### src/rtl/mem_port_arbiter_pkg.sv
// Shared constants for the four-requester single-port RAM arbiter:
// requester indices, in-flight read tags and access-size encodings.
package mem_port_arbiter_pkg;

  localparam int NUM_REQ = 4;

  // Array order is also priority order: lowest index wins.
  localparam int REQ_LD = 0;
  localparam int REQ_DW = 1;
  localparam int REQ_DR = 2;
  localparam int REQ_IR = 3;

  typedef enum logic [1:0] {
    TAG_NONE = 2'd0,
    TAG_I    = 2'd1,
    TAG_D    = 2'd2
  } tag_e;

  localparam logic [1:0] BMUL_BYTE = 2'b00;
  localparam logic [1:0] BMUL_HALF = 2'b01;
  localparam logic [1:0] BMUL_WORD = 2'b10;

  function automatic logic req_is_write(input int idx);
    return (idx == REQ_LD) || (idx == REQ_DW);
  endfunction

endpackage

### src/rtl/mem_port_arbiter_arb_req_slot.sv
// One-deep pending slot for a pulsed request; a pulse bypasses straight to the arbiter when granted.
// Zero latency when uncontended; a pulse that hits an occupied, ungranted slot overwrites it and flags overrun.
module arb_req_slot #(
  parameter int W = 66
) (
  input  logic         clk,
  input  logic         rst_n,
  input  logic         pulse,
  input  logic [W-1:0] pulse_dat,
  input  logic         grant,
  output logic         cand_vld,
  output logic [W-1:0] cand_dat,
  output logic         pend_vld,
  output logic         overrun
);

  logic         pend;
  logic [W-1:0] held;

  // The stored entry always outranks a same-cycle pulse, so requests stay in order.
  assign cand_vld = pend | pulse;
  assign cand_dat = pend ? held : pulse_dat;
  assign pend_vld = pend;

  always_ff @(posedge clk) begin
    if (!rst_n) begin
      pend    <= 1'b0;
      held    <= '0;
      overrun <= 1'b0;
    end else begin
      if (pulse) begin
        // Only a bypassed pulse (empty slot, granted now) leaves nothing behind.
        if (pend || !grant) begin
          held <= pulse_dat;
          pend <= 1'b1;
        end
        if (pend && !grant) begin
          overrun <= 1'b1;
        end
      end else if (grant) begin
        pend <= 1'b0;
      end
    end
  end

endmodule

### src/rtl/mem_port_arbiter.sv
// Fixed-priority sharing of one single-port RAM (ld_w > d_w > d_r > i_r), routing read data back by tag.
// Reads return the cycle after issue; losers wait in their slot, one access issued per cycle.
module mem_port_arbiter
  import mem_port_arbiter_pkg::*;
#(
  parameter int ADDR_W = 32,
  parameter int DATA_W = 32
) (
  input  logic              clk,
  input  logic              rst_n,
  input  logic              ld_w_en,
  input  logic [ADDR_W-1:0] ld_w_addr,
  input  logic [DATA_W-1:0] ld_w_data,
  input  logic              i_r_en,
  input  logic [ADDR_W-1:0] i_r_addr,
  output logic [DATA_W-1:0] i_r_data,
  input  logic              d_r_en,
  input  logic [ADDR_W-1:0] d_r_addr,
  input  logic [1:0]        d_r_bmul,
  output logic [DATA_W-1:0] d_r_data,
  input  logic              d_w_en,
  input  logic [ADDR_W-1:0] d_w_addr,
  input  logic [DATA_W-1:0] d_w_data,
  input  logic [1:0]        d_w_bmul,
  output logic              ram_en,
  output logic              ram_we,
  output logic [ADDR_W-1:0] ram_addr,
  output logic [DATA_W-1:0] ram_wdata,
  output logic [1:0]        ram_bmul,
  input  logic [DATA_W-1:0] ram_rdata,
  output logic              busy,
  output logic              overrun
);

  localparam int PW = ADDR_W + DATA_W + 2;

  logic [NUM_REQ-1:0] pulse;
  logic [NUM_REQ-1:0] cand_vld;
  logic [NUM_REQ-1:0] grant;
  logic [NUM_REQ-1:0] pend;
  logic [NUM_REQ-1:0] slot_ovr;
  logic [PW-1:0]      pulse_dat [NUM_REQ];
  logic [PW-1:0]      cand_dat  [NUM_REQ];
  logic [PW-1:0]      win_dat;

  tag_e              tag_q;
  tag_e              tag_d;
  logic [DATA_W-1:0] i_hold;
  logic [DATA_W-1:0] d_hold;

  assign pulse[REQ_LD] = ld_w_en;
  assign pulse[REQ_DW] = d_w_en;
  assign pulse[REQ_DR] = d_r_en;
  assign pulse[REQ_IR] = i_r_en;

  // Payload is {addr, wdata, bmul}; loader and fetch are always full-word.
  assign pulse_dat[REQ_LD] = {ld_w_addr, ld_w_data, BMUL_WORD};
  assign pulse_dat[REQ_DW] = {d_w_addr, d_w_data, d_w_bmul};
  assign pulse_dat[REQ_DR] = {d_r_addr, {DATA_W{1'b0}}, d_r_bmul};
  assign pulse_dat[REQ_IR] = {i_r_addr, {DATA_W{1'b0}}, BMUL_WORD};

  for (genvar g = 0; g < NUM_REQ; g++) begin : g_slot
    arb_req_slot #(
      .W (PW)
    ) u_slot (
      .clk       (clk),
      .rst_n     (rst_n),
      .pulse     (pulse[g]),
      .pulse_dat (pulse_dat[g]),
      .grant     (grant[g]),
      .cand_vld  (cand_vld[g]),
      .cand_dat  (cand_dat[g]),
      .pend_vld  (pend[g]),
      .overrun   (slot_ovr[g])
    );
  end

  always_comb begin
    logic found;
    grant   = '0;
    win_dat = '0;
    ram_we  = 1'b0;
    found   = 1'b0;
    for (int r = 0; r < NUM_REQ; r++) begin
      if (cand_vld[r] && !found) begin
        grant[r] = 1'b1;
        win_dat  = cand_dat[r];
        ram_we   = req_is_write(r);
        found    = 1'b1;
      end
    end
  end

  assign ram_en = |cand_vld;
  assign {ram_addr, ram_wdata, ram_bmul} = win_dat;

  always_comb begin
    tag_d = TAG_NONE;
    if (grant[REQ_DR]) begin
      tag_d = TAG_D;
    end else if (grant[REQ_IR]) begin
      tag_d = TAG_I;
    end
  end

  always_ff @(posedge clk) begin
    if (!rst_n) begin
      tag_q  <= TAG_NONE;
      i_hold <= '0;
      d_hold <= '0;
    end else begin
      tag_q <= tag_d;
      if (tag_q == TAG_I) begin
        i_hold <= ram_rdata;
      end
      if (tag_q == TAG_D) begin
        d_hold <= ram_rdata;
      end
    end
  end

  // Returning data is passed through in its arrival cycle, then held.
  assign i_r_data = (tag_q == TAG_I) ? ram_rdata : i_hold;
  assign d_r_data = (tag_q == TAG_D) ? ram_rdata : d_hold;

  assign busy    = (|pend) || (tag_q != TAG_NONE);
  assign overrun = |slot_ovr;

endmodule

### config.mk
export PLATFORM = sky130hd
export DESIGN_NAME = mem_port_arbiter
export DESIGN_NICKNAME = d
export VERILOG_FILES = /design/src/rtl/mem_port_arbiter_pkg.sv /design/src/rtl/mem_port_arbiter_arb_req_slot.sv /design/src/rtl/mem_port_arbiter.sv
export SDC_FILE = /design/constraint.sdc
export NUM_CORES = 1
export LEC_CHECK = 0
export ABC_CLOCK_PERIOD_IN_PS = 1750
export CAP_MARGIN = 20
export CORE_MARGIN = 4
export CORE_UTILIZATION = 41
export CTS_CLUSTER_SIZE = 20
export DETAILED_ROUTE_END_ITERATION = 7
export PLACE_DENSITY = 0.7
export SLEW_MARGIN = 25
export SYNTH_ARGS = -nofsm -noshare
export SYNTH_HDL_FRONTEND = slang
export SYNTH_SLANG_ARGS = --single-unit
### constraint.sdc
create_clock -name clk -period 1.75 [get_ports clk]
set_input_delay 0.175 -clock clk [delete_from_list [all_inputs] [get_ports clk]]
set_output_delay 0.175 -clock clk [all_outputs]
set_load 0.01 [all_outputs]
==> summary.txt, run 1 <==
Die
  – Num rows: 64
  – Initial Util: 0.416
  – Die Y: between 150 and 200 um
  – Core Region: between 30,000 and 40,000 sq um
  – Die area: 33,900 sq um
  – I/O pin total: 368
  – Die width: 184 um

Synthesis
  – Count of cell types in the netlist: between 40 and 50
  – Top FF cell, synth: dfxtp_1
  – EDFF count, synth: 0
  – Yosys reg bits: 272
  – Synthesized net count: roughly 1,800
  – Seq/Total Area, Yosys: 0.428
  – Synthesized area: 12,700 sq um
  – Asr flop ratio synth: 0
  – Cells after synthesis: between 1,500 and 2,000
  – Avg Synthesized Cell Area: 8.06 sq um
  – Total number of yosys warnings: 0

Detailed routing
  – DRT Pass-1 Iters: 5
  – Via Count: 13,400
  – Via density: 5.46
  – Routed metal-1 wire length: 21,200 um
  – DRT Wirelength: 51,600 um
  – DRT antenna net count: 0
  – Met3 wire len: 4250 um
  – DR DRC count: 0
  – Uppermost layer routed: met5
  – Wire per inst: between 20 and 25 um
  – Routed length on met2: 24,200 um
  – Initial DRC count: 972

Placed design
  – Hpwl dp: 32,700 um
  – RD Place Congestion: 0.923
  – Port Buffers: 367
  – Placement Setup Slack: -1.07 ns

Final layout
  – Layout cells sized above 1: 0.294
  – Most frequent cells in the layout: 344 x nand2_1, 266 x dfxtp_1, 231 x clkdlybuf4s50_1, 171 x a21oi_1, 116 x buf_6
  – Nets@finish: 2,267
  – Commonest non-fill, non-tap cell in the layout: nand2_1
  – Area grow syn2layout: 63.2%

Clocking
  – Clk sinks: approximately 270
  – H-tree depth: 1
  – CTS tree: built
  – Bufs on Longest Clock Path: 3
  – Root buffer cell: clkbuf_16
  – CTS clk-pin slew, worst paths: 0.06 ns
  – CTS buffer count: 30
  – Clk_lat worst skew: 0.56 ns

Run status
  – Failing checks: setup timing
  – Status: finished with violations

Worst setup path
  – Setup CP Type: register to output port
  – CP arrival: 2.31 ns
  – Required time of the critical path: 1.57 ns
  – Worst setup EP type: output port
  – Crit path launch type: register
  – CP Max Fanout: 8

STA
  – Setup-failing EPs final: 217
  – Final worst slack: -0.739 ns
  – Final Hold Viols: 0
  – Clock Skew: 0.00864 ns
  – Setup TNS: -66.54 ns
  – Worst Max-Slew Pin Slew: 0.462 ns
  – Worst hold slack: approximately 0.19 ns
  – Post-route minimum period: approximately 2.5 ns
  – Slew Limit Headroom: 0.692
  – RSZ-0062 raised after global routing: yes
  – Fin crit share: 1.42
  – Max-slew violation count: 0
  – Fmax: 402 MHz

Run
  – Max-cap violations: 0

Global route
  – Largest net degree at the start of global routing: 117
  – Initial antenna violation count: 12
  – Number of global-route vias before repair: 12,500
  – Total Routing Usage GR: 0.266
  – First-pass GRT wire length: 71,700 um
  – Grt total ovfl: 0

Power and ir drop
  – PwrDens: a little under 800 nW/um^2
  – Leakage: 8.35 nW
  – VDD IR-drop max: 0.000932 V

Min path
  – Hold WC Path Type: input pin to register
[timing repair]
action,4_1_cts,5_1_grt
hold endpoints to repair,7,0
hold buffers,1,0
endpoints found under the setup margin,202,202
gates resized for setup,817,223
gates cloned,12,15
pin swaps,17,66
setup buffers,36,35
[final cells by class]
| class | instances | area (sq um) |
|---|---|---|
| Fill cell | 2410 | 9820 |
| Multi-Input combinational cell | 1144 | 7730 |
| Timing Repair Buffer | 561 | 5990 |
| Sequential cell | 272 | 5460 |
| Clock buffer | 43 | 911 |
| Tap cell | 396 | 495 |
| Inverter | 24 | 95.1 |
| Clock inverter | 10 | 75.1 |
| Antenna cell | 7 | 17.5 |
[state kept, by name (all words and copies together) (netlist names)]
signal and cells:
d_hold 32, i_hold 32, tag_q 2, g_slot.u_slot.overrun 4
g_slot.u_slot.pend_vld 4, g_slot.u_slot.held 198
[Yosys cell counts, types with 2 or more instances]
| cell type | number | area share |
|---|---|---|
| mux2_1 | 5 | 0.0044 |
| nor2b_1 | 39 | 0.019 |
| mux2i_1 | 98 | 0.077 |
| o221ai_1 | 4 | 0.0028 |
| inv_1 | 23 | 0.0068 |
| clkbuf_1 | 91 | 0.027 |
| o22a_1 | 21 | 0.014 |
| a211o_1 | 7 | 0.0048 |
| nand3_1 | 32 | 0.013 |
| mux2_2 | 59 | 0.052 |
| o21ai_0 | 61 | 0.024 |
| or3_1 | 2 | 0.00098 |
| o22ai_1 | 9 | 0.0044 |
| nor2_1 | 38 | 0.011 |
| buf_2 | 19 | 0.0075 |
| buf_1 | 27 | 0.0080 |
| nor3_1 | 8 | 0.0031 |
| o31ai_1 | 4 | 0.0024 |
| a21oi_1 | 189 | 0.074 |
| o21ai_1 | 31 | 0.012 |
| dfxtp_1 | 272 | 0.43 |
| nand2_1 | 367 | 0.11 |
| maj3_1 | 2 | 0.0016 |
| a31oi_1 | 4 | 0.0020 |
| nand2b_1 | 22 | 0.011 |
| a22oi_1 | 53 | 0.031 |
| and2_1 | 69 | 0.034 |
| a221oi_1 | 8 | 0.0055 |
[path summary, 6_finish.rpt]
| kind | start | endpoint | slack [ns] | cells past startpoint |
|---|---|---|---|---|
| worst max-delay path | g_slot[1].u_slot.pend_vld | ram_addr[16] | -0.74 | 8 |
| worst min-delay path | ld_w_addr[20] | g_slot[0].u_slot.held[54] | 0.19 | 3 |
| worst max register to register | g_slot[1].u_slot.pend_vld | g_slot[3].u_slot.held[65] | -0.22 | 9 |
| worst min register to register | g_slot[3].u_slot.held[51] | g_slot[3].u_slot.held[51] | 0.45 | 2 |
[cell families (layout without fill, tap and decap cells)]
group | count (synthesis) | count (layout) | share of synthesized area
AND/OR/NAND/NOR | 581 | 581 | 0.203
buffers and inverters | 162 | 638 | 0.0500
multiplexers | 162 | 162 | 0.134
AO/OA/AOI/OAI | 399 | 399 | 0.183
other | 0 | 7 | 0
adder cells (fa/ha/maj) | 2 | 2 | 0.00157
flip-flops | 272 | 272 | 0.428
[per-layer routing]
metal,track usage,up-vias
li1,-,6306
met1,0.358,6359
met2,0.432,637
met3,0.0505,110
met4,0.0870,10
met5,0,-
[report_power, final]
part | switching [mW] | internal (mW) | total (mW)
Sequential | 0.122 | 6.40 | 6.53
Clock | 2.61 | 3.72 | 6.33
Combinational | 1.68 | 1.83 | 3.51
Total | 4.41 | 12.0 | 16.4
[critical path: stages (launching register included)]
cell	delay, ns
dfxtp_4	0.37
nor4_4	0.19
buf_4	0.18
o211ai_1	0.19
buf_4	0.20
clkbuf_16	0.16
o22a_1	0.20
o21ai_1	0.10
buf_2	0.15
[through the flow]
stage	instances	utilization	power, mW	area (sq um)
finish	2457	0.679	16.4	20800
global route	2457	0.679	16.9	20800
CTS	2412	0.637	16.1	19500
detailed placement	2311	0.573	9.57	17500
global placement	2311	0.573	9.54	17500
floorplan	1578	-	7.84	12700
(Power assumes the default switching activity.)
==> run 2, diff against run 1 <==
--- a/config.mk
+++ b/config.mk
@@ -8,10 +8,11 @@
 export ABC_CLOCK_PERIOD_IN_PS = 1750
 export CAP_MARGIN = 20
 export CORE_MARGIN = 4
-export CORE_UTILIZATION = 41
+export CORE_UTILIZATION = 43
 export CTS_CLUSTER_SIZE = 20
 export DETAILED_ROUTE_END_ITERATION = 7
-export PLACE_DENSITY = 0.7
+export PLACE_DENSITY = 0.73
+export SKIP_CTS_REPAIR_TIMING = 1
 export SLEW_MARGIN = 25
 export SYNTH_ARGS = -nofsm -noshare
 export SYNTH_HDL_FRONTEND = slang
==> summary.txt, run 2 (synthesis gave the netlist of run 1 again) <==
Run status
  – Status: finished with violations
  – Failing checks: setup timing

Die
  – Core Region: about 29,000 sq um
  – Num rows: 62
  – I/O pin total: 368
  – Die area: 32,400 sq um
  – Die Y: 180 um
  – Initial Util: 0.440
  – Die width: about 180 um

Run
  – Max-cap violations: 0

Detailed routing
  – Via density: about 5.5
  – DR DRC count: 0
  – DRT Pass-1 Iters: 6
  – Via Count: 13,600
  – Initial DRC count: 1,313
  – Wire per inst: between 20 and 25 um
  – DRT Wirelength: 51,200 um
  – DRT antenna net count: 0

Power and ir drop
  – Leakage: 8.42 nW
  – Switching power: between 4 and 5 mW
  – Final Power: 16.7 mW
  – VDD IR-drop max: 0.000752 V
  – Sw Ratio: 0.268
  – Clk network pwr share: 0.406
  – Int Power: around 12 mW
  – Sequential Power Share: 0.391
  – PwrDens: 815 nW/um^2
  – Combinational power share: 0.204

Final layout
  – Layout cells sized above 1: 0.277
  – Nets@finish: 2,295
  – Top reg by flops: g_slot.u_slot.held
  – Biggest regs: g_slot.u_slot.held (198), d_hold (32), i_hold (32)
  – Max reg flops: 198
  – Commonest non-fill, non-tap cell in the layout: nand2_1
  – Design area: 20,500 sq um
  – Most frequent cells in the layout: 365 x nand2_1, 265 x dfxtp_1, 231 x clkdlybuf4s50_1, 189 x a21oi_1, 131 x buf_4
  – Area grow syn2layout: 60.9%
  – Post-route insts no fill: 2,475

Worst setup path
  – CP Max Fanout: 5
  – Setup CP Type: register to output port
  – Crit path launch type: register
  – Worst setup EP type: output port
  – CP arrival: 2.32 ns
  – R2R depth: 9
  – Required time of the critical path: 1.57 ns

Global route
  – First-pass GRT wire length: 70,400 um
  – Total Routing Usage GR: 0.265
  – Number of global-route vias before repair: 12,500
  – Largest net degree at the start of global routing: 132
  – Grt total ovfl: 0
  – Initial antenna violation count: 9

Clocking
  – CTS tree: built
  – Clk sinks: between 200 and 300
  – Clk_lat worst skew: 0.56 ns
  – CTS buffer count: 31
  – Bufs on Longest Clock Path: 3
  – CTS clk-pin slew, worst paths: ~0.060 ns
  – Root buffer cell: clkbuf_16
  – H-tree depth: 1

Min path
  – Hold WC Path Type: input pin to register
  – Min-Delay Path Depth: 3

STA
  – Post-route minimum period: around 2.5 ns
  – Clock Skew: ~0.0075 ns
  – Fmax: about 400 MHz
  – Final worst slack: -0.747 ns
  – Worst Max-Slew Pin Slew: 0.478 ns
  – Fin crit share: 1.43
  – Setup-failing EPs final: 202
  – Final Hold Viols: 0
  – Max-slew violation count: 0
  – RSZ-0062 raised after global routing: yes
  – Slew Limit Headroom: 0.672

Placed design
  – Placement Setup Slack: -0.910 ns
  – DP Area: ~18,000 sq um
  – Placed insts: 2,307
  – Hpwl dp: 32,800 um
  – RD Place Congestion: 0.963
  – Port Buffers: 367
==> run 2: stage by stage <==
step / hold slack, ns / utilization / setup TNS (ns)
5_1_grt: 0.0718 / 0.708 / -89.30
3_5_place_dp: 0.441 / 0.605 / -82.65
4_1_cts: 0.0366 / 0.642 / -112.68
6_report: 0.0542 / 0.708 / -75.86
3_3_place_gp: 0.435 / 0.605 / -73.81
2_1_floorplan: 0.305 / - / 0
==> run 2: worst paths after layout <==
check                            start                        end  slack [ns]
max          g_slot[0].u_slot.pend_vld               ram_addr[21]       -0.75
min                              rst_n                   tag_q[1]        0.05
min reg2reg  g_slot[3].u_slot.held[65]  g_slot[3].u_slot.held[65]        0.45
max reg2reg  g_slot[0].u_slot.pend_vld  g_slot[3].u_slot.held[56]       -0.35
==> run 2: critical path, stage by stage (launching register included) <==
cell,delay [ns]
dfxtp_4,0.36
nor4_4,0.33
o211ai_1,0.17
buf_4,0.19
buf_4,0.14
buf_6,0.13
o22ai_2,0.13
a211o_1,0.16
buf_2,0.15
==> run 2: power by group through the flow <==
stage / registers, mW / logic [mW] / clock network [mW]
after floorplan: 6.61 / 1.23 / 0
after global placement: 6.63 / 2.91 / 0
after detailed placement: 6.64 / 2.93 / 0
after CTS: 6.51 / 2.95 / 6.82
after global routing: 6.54 / 3.58 / 7.09
final: 6.52 / 3.40 / 6.77
==> run 2: cell type report <==
| cell class | instances | area [sq um] |
|---|---|---|
| multi-input cells | 1144 | 7450 |
| clock inverters | 15 | 159 |
| diodes | 6 | 15.0 |
| clock buffers | 42 | 908 |
| fillers | 2177 | 8460 |
| flip-flops and latches | 272 | 5460 |
| repair buffers | 588 | 5910 |
| well taps | 384 | 480 |
| inverters | 24 | 97.6 |
==> run 2: layer usage <==
layer	GRT usage	share of wire
met3	0.0636	0.089
met5	0	0.00064
met4	0.0847	0.039
met2	0.418	0.46
met1	0.359	0.41
